===== src/rtl/pcileech_com_tx_arb_pkg.sv =====
// Types and helpers shared by the COM transmit arbiter, its skid buffer and its interface.
package pcileech_com_arb_pkg;

   localparam int COM_WORD_W = 256;

   typedef enum logic [0:0] {
      ARB_IDLE = 1'b0,
      ARB_LOCK = 1'b1
   } arb_state_e;

   // Ceiling log2, never below 1 so that a field for a single value keeps one bit.
   function automatic int clog2(input int value);
      int res;
      res = 1;
      for (int i = 1; i < 31; i++) begin
         if ((32'sd1 <<< i) < value) begin
            res = i + 1;
         end
      end
      return res;
   endfunction

endpackage


===== src/rtl/pcileech_com_tx_arb_if.sv =====
// Source-side beat handshakes and the COM transmit write port, bundled for the arbiter.
interface pcileech_com_tx_arb_if #(
   parameter int NUM_SRC = 3,
   parameter int WORD_W  = 256
);
   logic [NUM_SRC*WORD_W-1:0] src_data;
   logic [NUM_SRC-1:0]        src_valid;
   logic [NUM_SRC-1:0]        src_last;
   logic [NUM_SRC-1:0]        src_ready;
   logic [WORD_W-1:0]         com_din;
   logic                      com_din_wr_en;
   logic                      com_din_ready;

   modport master (
      output src_data, src_valid, src_last, com_din_ready,
      input  src_ready, com_din, com_din_wr_en
   );

   modport slave (
      input  src_data, src_valid, src_last, com_din_ready,
      output src_ready, com_din, com_din_wr_en
   );
endinterface


===== src/rtl/pcileech_com_skid2_chk.sv =====
// Protocol checker for the 2-entry skid buffer: a push must never meet a full buffer.
module pcileech_com_skid2_chk (
   input logic clk,
   input logic rst,
   input logic push,
   input logic full
);
   a_no_push_when_full: assert property (@(posedge clk) disable iff (rst) !(push && full));
endmodule


===== src/rtl/pcileech_com_tx_arb_skid2.sv =====
// Two-entry FIFO-ordered skid buffer; entry 0 is the head and is driven out directly.
module pcileech_com_skid2 #(
   parameter int WORD_W = 256
) (
   input  logic              clk,
   input  logic              rst,
   input  logic              push,
   input  logic [WORD_W-1:0] din,
   input  logic              pop,
   output logic [WORD_W-1:0] dout,
   output logic [1:0]        count_nxt,
   output logic              empty
);
   logic [WORD_W-1:0] ent0_q, ent0_d, ent1_q, ent1_d;
   logic [1:0]        cnt_q, cnt_d;
   logic              full_s, pop_s;

   assign empty  = (cnt_q == 2'd0);
   assign full_s = (cnt_q == 2'd2);
   assign pop_s  = pop & ~empty;
   assign dout   = empty ? {WORD_W{1'b0}} : ent0_q;

   always_comb begin
      ent0_d = ent0_q;
      ent1_d = ent1_q;
      cnt_d  = cnt_q;
      case ({push, pop_s})
         2'b10: begin
            if (cnt_q == 2'd0) ent0_d = din;
            else               ent1_d = din;
            cnt_d = cnt_q + 2'd1;
         end
         2'b01: begin
            ent0_d = ent1_q;
            cnt_d  = cnt_q - 2'd1;
         end
         2'b11: begin
            // Simultaneous push/pop: the new word lands behind whatever survives the pop.
            if (cnt_q == 2'd1) begin
               ent0_d = din;
            end else begin
               ent0_d = ent1_q;
               ent1_d = din;
            end
         end
         default: begin
            cnt_d = cnt_q;
         end
      endcase
   end

   assign count_nxt = cnt_d;

   always_ff @(posedge clk or posedge rst) begin
      if (rst) begin
         ent0_q <= {WORD_W{1'b0}};
         ent1_q <= {WORD_W{1'b0}};
         cnt_q  <= 2'd0;
      end else begin
         ent0_q <= ent0_d;
         ent1_q <= ent1_d;
         cnt_q  <= cnt_d;
      end
   end

   pcileech_com_skid2_chk u_chk (
      .clk  (clk),
      .rst  (rst),
      .push (push),
      .full (full_s)
   );
endmodule


===== src/rtl/pcileech_com_tx_arb.sv =====
// Packet-granular round-robin arbiter sharing the COM transmit write port between NUM_SRC sources.
module pcileech_com_tx_arb
   import pcileech_com_arb_pkg::*;
#(
   parameter int NUM_SRC   = 3,
   parameter int WORD_W    = COM_WORD_W,
   parameter int MAX_BEATS = 64
) (
   input  logic                        clk,
   input  logic                        rst,
   pcileech_com_tx_arb_if.slave        bus,
   output logic [clog2(NUM_SRC)-1:0]   grant_id,
   output logic                        busy,
   output logic                        err_overrun,
   input  logic                        err_clr
);
   localparam int GID_W = clog2(NUM_SRC);
   localparam int CNT_W = clog2(MAX_BEATS + 1);

   arb_state_e         state_q, state_d;
   logic [GID_W-1:0]   grant_q, grant_d, rr_q, rr_d, winner_s;
   logic [CNT_W-1:0]   beat_cnt_q, beat_cnt_d;
   logic [NUM_SRC-1:0] src_ready_q, src_ready_d;
   logic               busy_q, busy_d, err_q, err_d;
   logic               any_valid_s, accept_s, wr_en_s, empty_s;
   logic [1:0]         count_nxt_s;
   logic [WORD_W-1:0]  beat_s;

   // First valid source cyclically after the last winner; descending scan lets the nearest win.
   always_comb begin
      winner_s    = rr_q;
      any_valid_s = 1'b0;
      for (int k = NUM_SRC; k >= 1; k--) begin
         if (bus.src_valid[(int'(rr_q) + k) % NUM_SRC]) begin
            winner_s    = GID_W'((int'(rr_q) + k) % NUM_SRC);
            any_valid_s = 1'b1;
         end
      end
   end

   assign accept_s = (state_q == ARB_LOCK) & bus.src_valid[grant_q] & src_ready_q[grant_q];
   assign beat_s   = bus.src_data[int'(grant_q)*WORD_W +: WORD_W];
   assign wr_en_s  = ~empty_s & bus.com_din_ready;

   always_comb begin
      state_d    = state_q;
      grant_d    = grant_q;
      rr_d       = rr_q;
      beat_cnt_d = beat_cnt_q;
      err_d      = err_clr ? 1'b0 : err_q;
      case (state_q)
         ARB_IDLE: begin
            if (any_valid_s) begin
               grant_d    = winner_s;
               rr_d       = winner_s;
               beat_cnt_d = {CNT_W{1'b0}};
               state_d    = ARB_LOCK;
            end else begin
               state_d = ARB_IDLE;
            end
         end
         ARB_LOCK: begin
            if (accept_s) begin
               if (bus.src_last[grant_q]) begin
                  state_d    = ARB_IDLE;
                  beat_cnt_d = {CNT_W{1'b0}};
               end else if (beat_cnt_q == CNT_W'(MAX_BEATS - 1)) begin
                  // Forced release; a new overrun beats a same-cycle clear.
                  state_d    = ARB_IDLE;
                  beat_cnt_d = {CNT_W{1'b0}};
                  err_d      = 1'b1;
               end else begin
                  beat_cnt_d = beat_cnt_q + CNT_W'(1);
               end
            end else begin
               state_d = ARB_LOCK;
            end
         end
         default: begin
            state_d = ARB_IDLE;
         end
      endcase

      src_ready_d = {NUM_SRC{1'b0}};
      if ((state_d == ARB_LOCK) && (count_nxt_s < 2'd2)) begin
         src_ready_d[grant_d] = 1'b1;
      end else begin
         src_ready_d = {NUM_SRC{1'b0}};
      end
      busy_d = (state_d == ARB_LOCK);
   end

   always_ff @(posedge clk or posedge rst) begin
      if (rst) begin
         state_q     <= ARB_IDLE;
         grant_q     <= {GID_W{1'b0}};
         rr_q        <= GID_W'(NUM_SRC - 1);
         beat_cnt_q  <= {CNT_W{1'b0}};
         src_ready_q <= {NUM_SRC{1'b0}};
         busy_q      <= 1'b0;
         err_q       <= 1'b0;
      end else begin
         state_q     <= state_d;
         grant_q     <= grant_d;
         rr_q        <= rr_d;
         beat_cnt_q  <= beat_cnt_d;
         src_ready_q <= src_ready_d;
         busy_q      <= busy_d;
         err_q       <= err_d;
      end
   end

   pcileech_com_skid2 #(.WORD_W(WORD_W)) u_skid (
      .clk       (clk),
      .rst       (rst),
      .push      (accept_s),
      .din       (beat_s),
      .pop       (wr_en_s),
      .dout      (bus.com_din),
      .count_nxt (count_nxt_s),
      .empty     (empty_s)
   );

   assign bus.com_din_wr_en = wr_en_s;
   assign bus.src_ready     = src_ready_q;
   assign grant_id          = grant_q;
   assign busy              = busy_q;
   assign err_overrun       = err_q;
endmodule


===== src/flat_wrapper.sv =====
// flat-port wrapper written by rule: the top's interface ports become plain ports
module pcileech_com_tx_arb_flat import pcileech_com_arb_pkg::*;
#(
   parameter int NUM_SRC   = 3,
   parameter int WORD_W    = COM_WORD_W,
   parameter int MAX_BEATS = 64
)
  (clk, rst, grant_id, busy, err_overrun, err_clr, bus_src_data, bus_src_valid, bus_src_last, bus_com_din_ready, bus_src_ready, bus_com_din, bus_com_din_wr_en);
  pcileech_com_tx_arb_if #(.NUM_SRC(NUM_SRC), .WORD_W(WORD_W)) bus_i ();
  input  logic clk;
  input  logic rst;
  output logic [clog2(NUM_SRC)-1:0] grant_id;
  output logic busy;
  output logic err_overrun;
  input  logic err_clr;
  input wire logic [$bits(bus_i.src_data)-1:0] bus_src_data;
  input wire logic [$bits(bus_i.src_valid)-1:0] bus_src_valid;
  input wire logic [$bits(bus_i.src_last)-1:0] bus_src_last;
  input wire logic [$bits(bus_i.com_din_ready)-1:0] bus_com_din_ready;
  output wire logic [$bits(bus_i.src_ready)-1:0] bus_src_ready;
  output wire logic [$bits(bus_i.com_din)-1:0] bus_com_din;
  output wire logic [$bits(bus_i.com_din_wr_en)-1:0] bus_com_din_wr_en;
  assign bus_i.src_data = bus_src_data;
  assign bus_i.src_valid = bus_src_valid;
  assign bus_i.src_last = bus_src_last;
  assign bus_i.com_din_ready = bus_com_din_ready;
  assign bus_src_ready = bus_i.src_ready;
  assign bus_com_din = bus_i.com_din;
  assign bus_com_din_wr_en = bus_i.com_din_wr_en;
  pcileech_com_tx_arb #(.NUM_SRC(NUM_SRC), .WORD_W(WORD_W), .MAX_BEATS(MAX_BEATS)) u_core (.clk(clk), .rst(rst), .bus(bus_i), .grant_id(grant_id), .busy(busy), .err_overrun(err_overrun), .err_clr(err_clr));
endmodule

===== config.mk =====
export PLATFORM = sky130hd
export DESIGN_NAME = pcileech_com_tx_arb_flat
export DESIGN_NICKNAME = d
export VERILOG_FILES = /design/src/rtl/pcileech_com_tx_arb_pkg.sv /design/src/rtl/pcileech_com_tx_arb_if.sv /design/src/rtl/pcileech_com_skid2_chk.sv /design/src/rtl/pcileech_com_tx_arb_skid2.sv /design/src/rtl/pcileech_com_tx_arb.sv /design/src/flat_wrapper.sv
export SDC_FILE = /design/constraint.sdc
export NUM_CORES = 2
export LEC_CHECK = 0
export CORE_AREA = 3 3 411 413
export DETAILED_ROUTE_END_ITERATION = 10
export DIE_AREA = 0 0 414 416
export HOLD_SLACK_MARGIN = 0.03
export PLACE_DENSITY_LB_ADDON = 0.25
export SYNTH_ARGS = -nofsm -noshare
export SYNTH_HDL_FRONTEND = slang
export SYNTH_SLANG_ARGS = --single-unit

===== constraint.sdc =====
create_clock -name clk -period 41.7 [get_ports clk]
set_clock_uncertainty 0.1 [all_clocks]
set_input_delay 8.34 -clock clk [delete_from_list [all_inputs] [get_ports clk]]
set_output_delay 8.34 -clock clk [all_outputs]
set_load 0.03 [all_outputs]

Word level (Yosys, flattened, before mapping)
Index checks and enable logic that the tools add are counted.

word-level totals
  bits in registers = 530
  input port bits = 778
  output and inout bits = 264
  word-level logic and storage cells = 100

cells by class
  $add $sub $neg = 6
  div/mod/pow operators = 3
  $lt $le $gt $ge = 7
  equality and inequality tests = 10
  shifts and indexed selects = 1
  multiplexer cells = 49
  bitwise logic cells = 6
  reductions and logical operators = 9

operators by type and width
  kind                                                                            number
  256-bit 2-to-1 mux                                                              5
  256-bit case mux with 3 select lines                                            1
  768-bit by 11-bit variable part select with 256-bit output                      1
  256-bit case mux with 2 select lines                                            1
  32-bit by 4-bit less-than comparator with 1-bit output (second input constant)  3
  32-bit by 3-bit remainder unit with 32-bit output (second input constant)       3
  7-bit 2-to-1 mux                                                                4
  1-bit 2-to-1 mux                                                                22
  7-bit case mux with 2 select lines                                              1
  1-bit binary-select mux with 2-bit select                                       6
  2-bit 2-to-1 mux                                                                5
  7-bit by 1-bit adder with 7-bit output (second input constant)                  1
  7-bit by 6-bit equality test with 1-bit output (second input constant)          1
  2-bit by 2-bit adder with 3-bit output (second input constant)                  2
  2-bit by 3-bit less-than comparator with 1-bit output (second input constant)   2
  2-bit != test (second input constant)                                           3
  2-bit AND reduction                                                             3
  1-bit AND                                                                       4
  2-bit by 1-bit equality test with 1-bit output (second input constant)          2
  2-bit equality test (second input constant)                                     2
  2-bit by 1-bit != test with 1-bit output (second input constant)                2
  2-bit case mux with 2 select lines                                              1
  2-bit by 1-bit adder with 3-bit output (second input constant)                  1
  3-bit 2-to-1 mux                                                                1
  12 further kinds                                                                14

Longest topological paths before layout
  depth after elaboration = 15
  gate-level depth with buffers = 12
  depth with buffers taken out = 9

Modules after synthesis
From an unflattened synthesis, not the netlist that was laid out.

unflattened totals
  cell total of the unflattened synthesis = 3272
  area, all modules = 29966.2 µm²

by module, submodules not included
  module               times used  cells each  area each (µm²)  seq. area each (µm²)
  pcileech_com_skid2   1           2304        23714.0          12862.3
  pcileech_com_tx_arb  1           968         6252.2           401.6

Least setup slack after synthesis
Ideal clock, no wire load.

  path kind = input-to-output
  start = input port bus_com_din_ready
  end = output port bus_com_din_wr_en
  data arrival time = 8612 ps
  data required time = 33260 ps
  slack = 24648 ps
  cell stages on the path = 2
  buffers on the path = 0
  path through = nand2b_1 inv_2

on the way
  word-level cells in the longest chain between the ends = 1

RTL lines
  element      RTL line                   source
  from (decl)  flat_wrapper.sv:19         input wire logic [$bits(bus_i.com_din_ready)-1:0] bus_com_din_ready;
  1-bit AND    pcileech_com_tx_arb.sv:43  assign wr_en_s = ~empty_s & bus.com_din_ready;
  to (decl)    flat_wrapper.sv:22         output wire logic [$bits(bus_i.com_din_wr_en)-1:0] bus_com_din_wr_en;

No other way between the ends.

Worst setup path after layout
Same ends and word-level chain as after synthesis.

==> flow_metrics.tcl <==
set metrics [dict create \
    status "finished, final reports clean" \
    dp_hpwl_um 96500 \
    netlist_instances 2951 \
    synth_edf_count 0 \
    nets 4635 \
    dieArea_sq_um 172000 \
    tritoncts "done" \
    yosysSeqAreaShare 0.459 \
    die_w_um 414 \
    synth.avg_cell_area_sq_um 9.80 \
    ff2ff_setup_slack_ps 36270 \
    fin_tns_setup_ps 0 \
    drtIter0Drc 1498 \
    antenna_found_initial 60 \
    synth_cell_types 47 \
    cpPeakStageDelay_ps 690 \
    grt_max_degree 179 \
    clock_sinks 530 \
    htree_levels 3 \
    routedWlPerCell_um 21.8 \
    die-height_um 416 \
    initial_utilization 0.175 \
    min_from "u_core.u_skid.ent1_q[51]" \
    p_leak_nw 18.1 \
    grt_overflow_total 0 \
    slowest_stage "clkdlybuf4s50_1" \
    core_sq_um 165000 \
    ant_nets 0 \
    cts_made_buffers 71 \
    port_buffers 1041 \
    maxCapViolations 0 \
    min_period_over_period 0.438 \
    grt_pass1_wl_um 192000 \
    top_layer "met5" \
    rows 149 \
    reg2reg_from "u_core.u_skid.cnt_q[0]" \
    synth_most_common_cell "dfrtp_1" \
    synth-async-reset-ratio 1.00 \
    required_ps 33260 \
    wl_met2_um 64400 \
    grtUsageTotal 0.149 \
    layout-drive-gt1-share 0.116 \
    ys_top_cells_by_area "dfrtp_1 (46%), mux2i_1 (9.0%), mux2_2 (7.9%)" \
    crit_buf_inv 3 \
    insertion_delay_ps 650 \
    m1WireLength_um 56300 \
    max_freq_mhz 54.8 \
    hold_class "reg -> reg" \
    routed-wl-met3_um 9170 \
    drc 0 \
    clock_path_buffers 3 \
    start_kind "primary input" \
    ys_warn_count 0 \
    synth_nets 3739 \
    startpoint "bus_com_din_ready" \
    dr.pass1.iters 5 \
    synth_area_sq_um 28900 \
    final_util 0.265 \
    cts_root_buf "clkbuf_16" \
    synth-main-ff-cell "dfrtp_1" \
    path_common_cell "clkdlybuf4s50_1" \
    num_vias 26115 \
    critPathKind "in -> out" \
    grt_pass1_vias 26787 \
    crit_fanout 5 \
    fin_crit_ps 18250 \
    cp_data_arrival_time_ps 9810 \
    worst_pin_slew_ps 1070 \
    routed_wl_um 133000 \
    boundaryPins 1042 \
    synth_common_cells "dfrtp_1 (529), inv_1 (270), nand2_1 (270)" \
    vdd.ir_drop.worst_uv 60.4 \
    final_max_slew_viol_count 0 \
    rsz0062_at_grt "false" \
    rr_worst_depth 11 \
    cts_hold_buf 0 \
    crit_family "buffers and inverters" \
    place.gp.congestion 0.857 \
    setup_violations 0 \
    ctsResizeCount 0 \
    ys_ff_latch 530 \
    slew_headroom 0.285 \
    path_depth 4 \
    vias_per_cell 4.27 \
    synth_top_cell_by_area "dfrtp_1" \
    postCtsSetupBuffers 0 \
    synth_top_area_frac 0.458 \
    timing.hold.ws_ps 390 \
    endpoint_kind "output pin" \
    reg2reg_to "u_core.u_skid.ent1_q[34]" \
    worstPathCellList "clkdlybuf4s50_1, nand2b_1, inv_2, clkdlybuf4s50_1" \
    crit_end "bus_com_din_wr_en" \
    powerDensity_nw_per_um2 79.9 \
    syn_to_final_growth_pct 51.1 \
    clk_pin_slew_worst_paths_ps 50 \
    design_power_total_w 0.00349 \
    hold_violations 0 \
]
==> layout make-up <==
type | count | area (sq um)
Antenna cell | 26 | 65.1
Clock buffer | 99 | 2000
Clock inverter | 24 | 318
Fill cell | 17807 | 121000
Inverter | 272 | 1030
Multi-Input combinational cell | 1891 | 13500
Sequential cell | 530 | 13300
Tap cell | 2189 | 2740
Timing Repair Buffer | 1081 | 10800
==> state kept, by name, summed over array words and instances (netlist names) <==
| name | flops |
|---|---|
| u_core.u_skid.ent0_q | 256 |
| u_core.err_overrun | 1 |
| u_core.state_q | 1 |
| u_core.grant_id | 2 |
| u_core.beat_cnt_q | 7 |
| u_core.bus.src_ready | 3 |
| u_core.u_skid.ent1_q | 256 |
| u_core.rr_q | 2 |
| u_core.u_skid.cnt_q | 2 |
==> per-stage QoR <==
| step | cells | setup slack (ps) | area [sq um] |
|---|---|---|---|
| after floorplan | 2951 | 18450 | 28900 |
| after global placement | 5963 | 23410 | 41300 |
| after detailed placement | 5963 | 23420 | 41300 |
| after CTS | 6086 | 23420 | 43600 |
| after global routing | 6100 | 23360 | 43700 |
| final | 6112 | 23450 | 43700 |
==> layer usage <==
metal  up-vias  global-route usage
met5         -                   0
met4        34              0.0523
met3       186              0.0424
met2       819               0.245
met1     12894               0.187
li1      12182                   -
==> power breakdown <==
group | switching [W] | internal [W]
logic | 0.00120 | 0.000786
clock network | 0.000256 | 0.000352
registers | 0.000112 | 0.000786
==> cell families (layout without fill, tap and decap cells) <==
| logic type | after synthesis | in the layout | share of synthesized area |
|---|---|---|---|
| and+or+nand+nor | 555 | 555 | 0.0740 |
| AOI/OAI and AO/OA | 811 | 811 | 0.197 |
| adders and majority gates | 10 | 10 | 0.00433 |
| muxes | 515 | 515 | 0.189 |
| DFF | 530 | 530 | 0.459 |
| buffers and inverters | 530 | 1476 | 0.0769 |
| other | 0 | 26 | 0 |
==> worst min-delay path by stage <==
| stage | slack, ps | endpoint | cells past startpoint |
|---|---|---|---|
| detailed placement | 380 | u_core.u_skid.ent1_q[92] | 1 |
| global placement | 370 | u_core.u_skid.ent1_q[59] | 1 |
| CTS | 400 | u_core.u_skid.ent1_q[96] | 1 |
| finish | 390 | u_core.u_skid.ent1_q[51] | 1 |
| floorplan | 360 | u_core.u_skid.ent1_q[38] | 1 |
| global route | 400 | u_core.u_skid.ent1_q[74] | 1 |
==> cells in the final DEF, fill, tap and decap left out, types with 2 or more instances in the layout <==
cell	Yosys	layout
and3_1	2	2
nor2b_1	3	2
diode_2	0	26
clkbuf_1	92	16
dfrtp_1	529	527
clkinv_16	0	5
bufinv_16	0	2
o21ai_1	224	225
a21o_1	2	2
clkinv_2	0	14
ha_1	10	9
o22ai_1	2	2
nor3_1	4	4
buf_12	0	7
inv_2	2	2
nand3_1	3	3
inv_1	270	269
nand2b_1	4	4
a21boi_1	2	2
a221oi_2	87	87
a22o_1	8	8
o221ai_1	2	2
a221oi_1	170	170
a211oi_2	2	2
mux2i_1	259	259
clkdlybuf4s50_1	0	1041
o21ai_0	38	37
nor2_1	264	263
mux2_1	52	52
nand2_1	270	269
o211ai_1	2	2
clkbuf_16	0	71
mux2_2	204	204
clkbuf_8	0	12
dfrtp_4	0	2
buf_4	15	33
a21oi_1	262	262
==> worst reg2reg max path, delay by kind of cell, from the launching register on <==
family / cells / cell delay [ps]
AO/OA/AOI/OAI: 1 / 170
flip-flops: 1 / 410
multiplexers: 1 / 540
buffers and inverters: 6 / 2980
AND/OR/NAND/NOR: 1 / 320
adder cells (fa/ha/maj): 2 / 770
(Power assumes the default switching activity.)
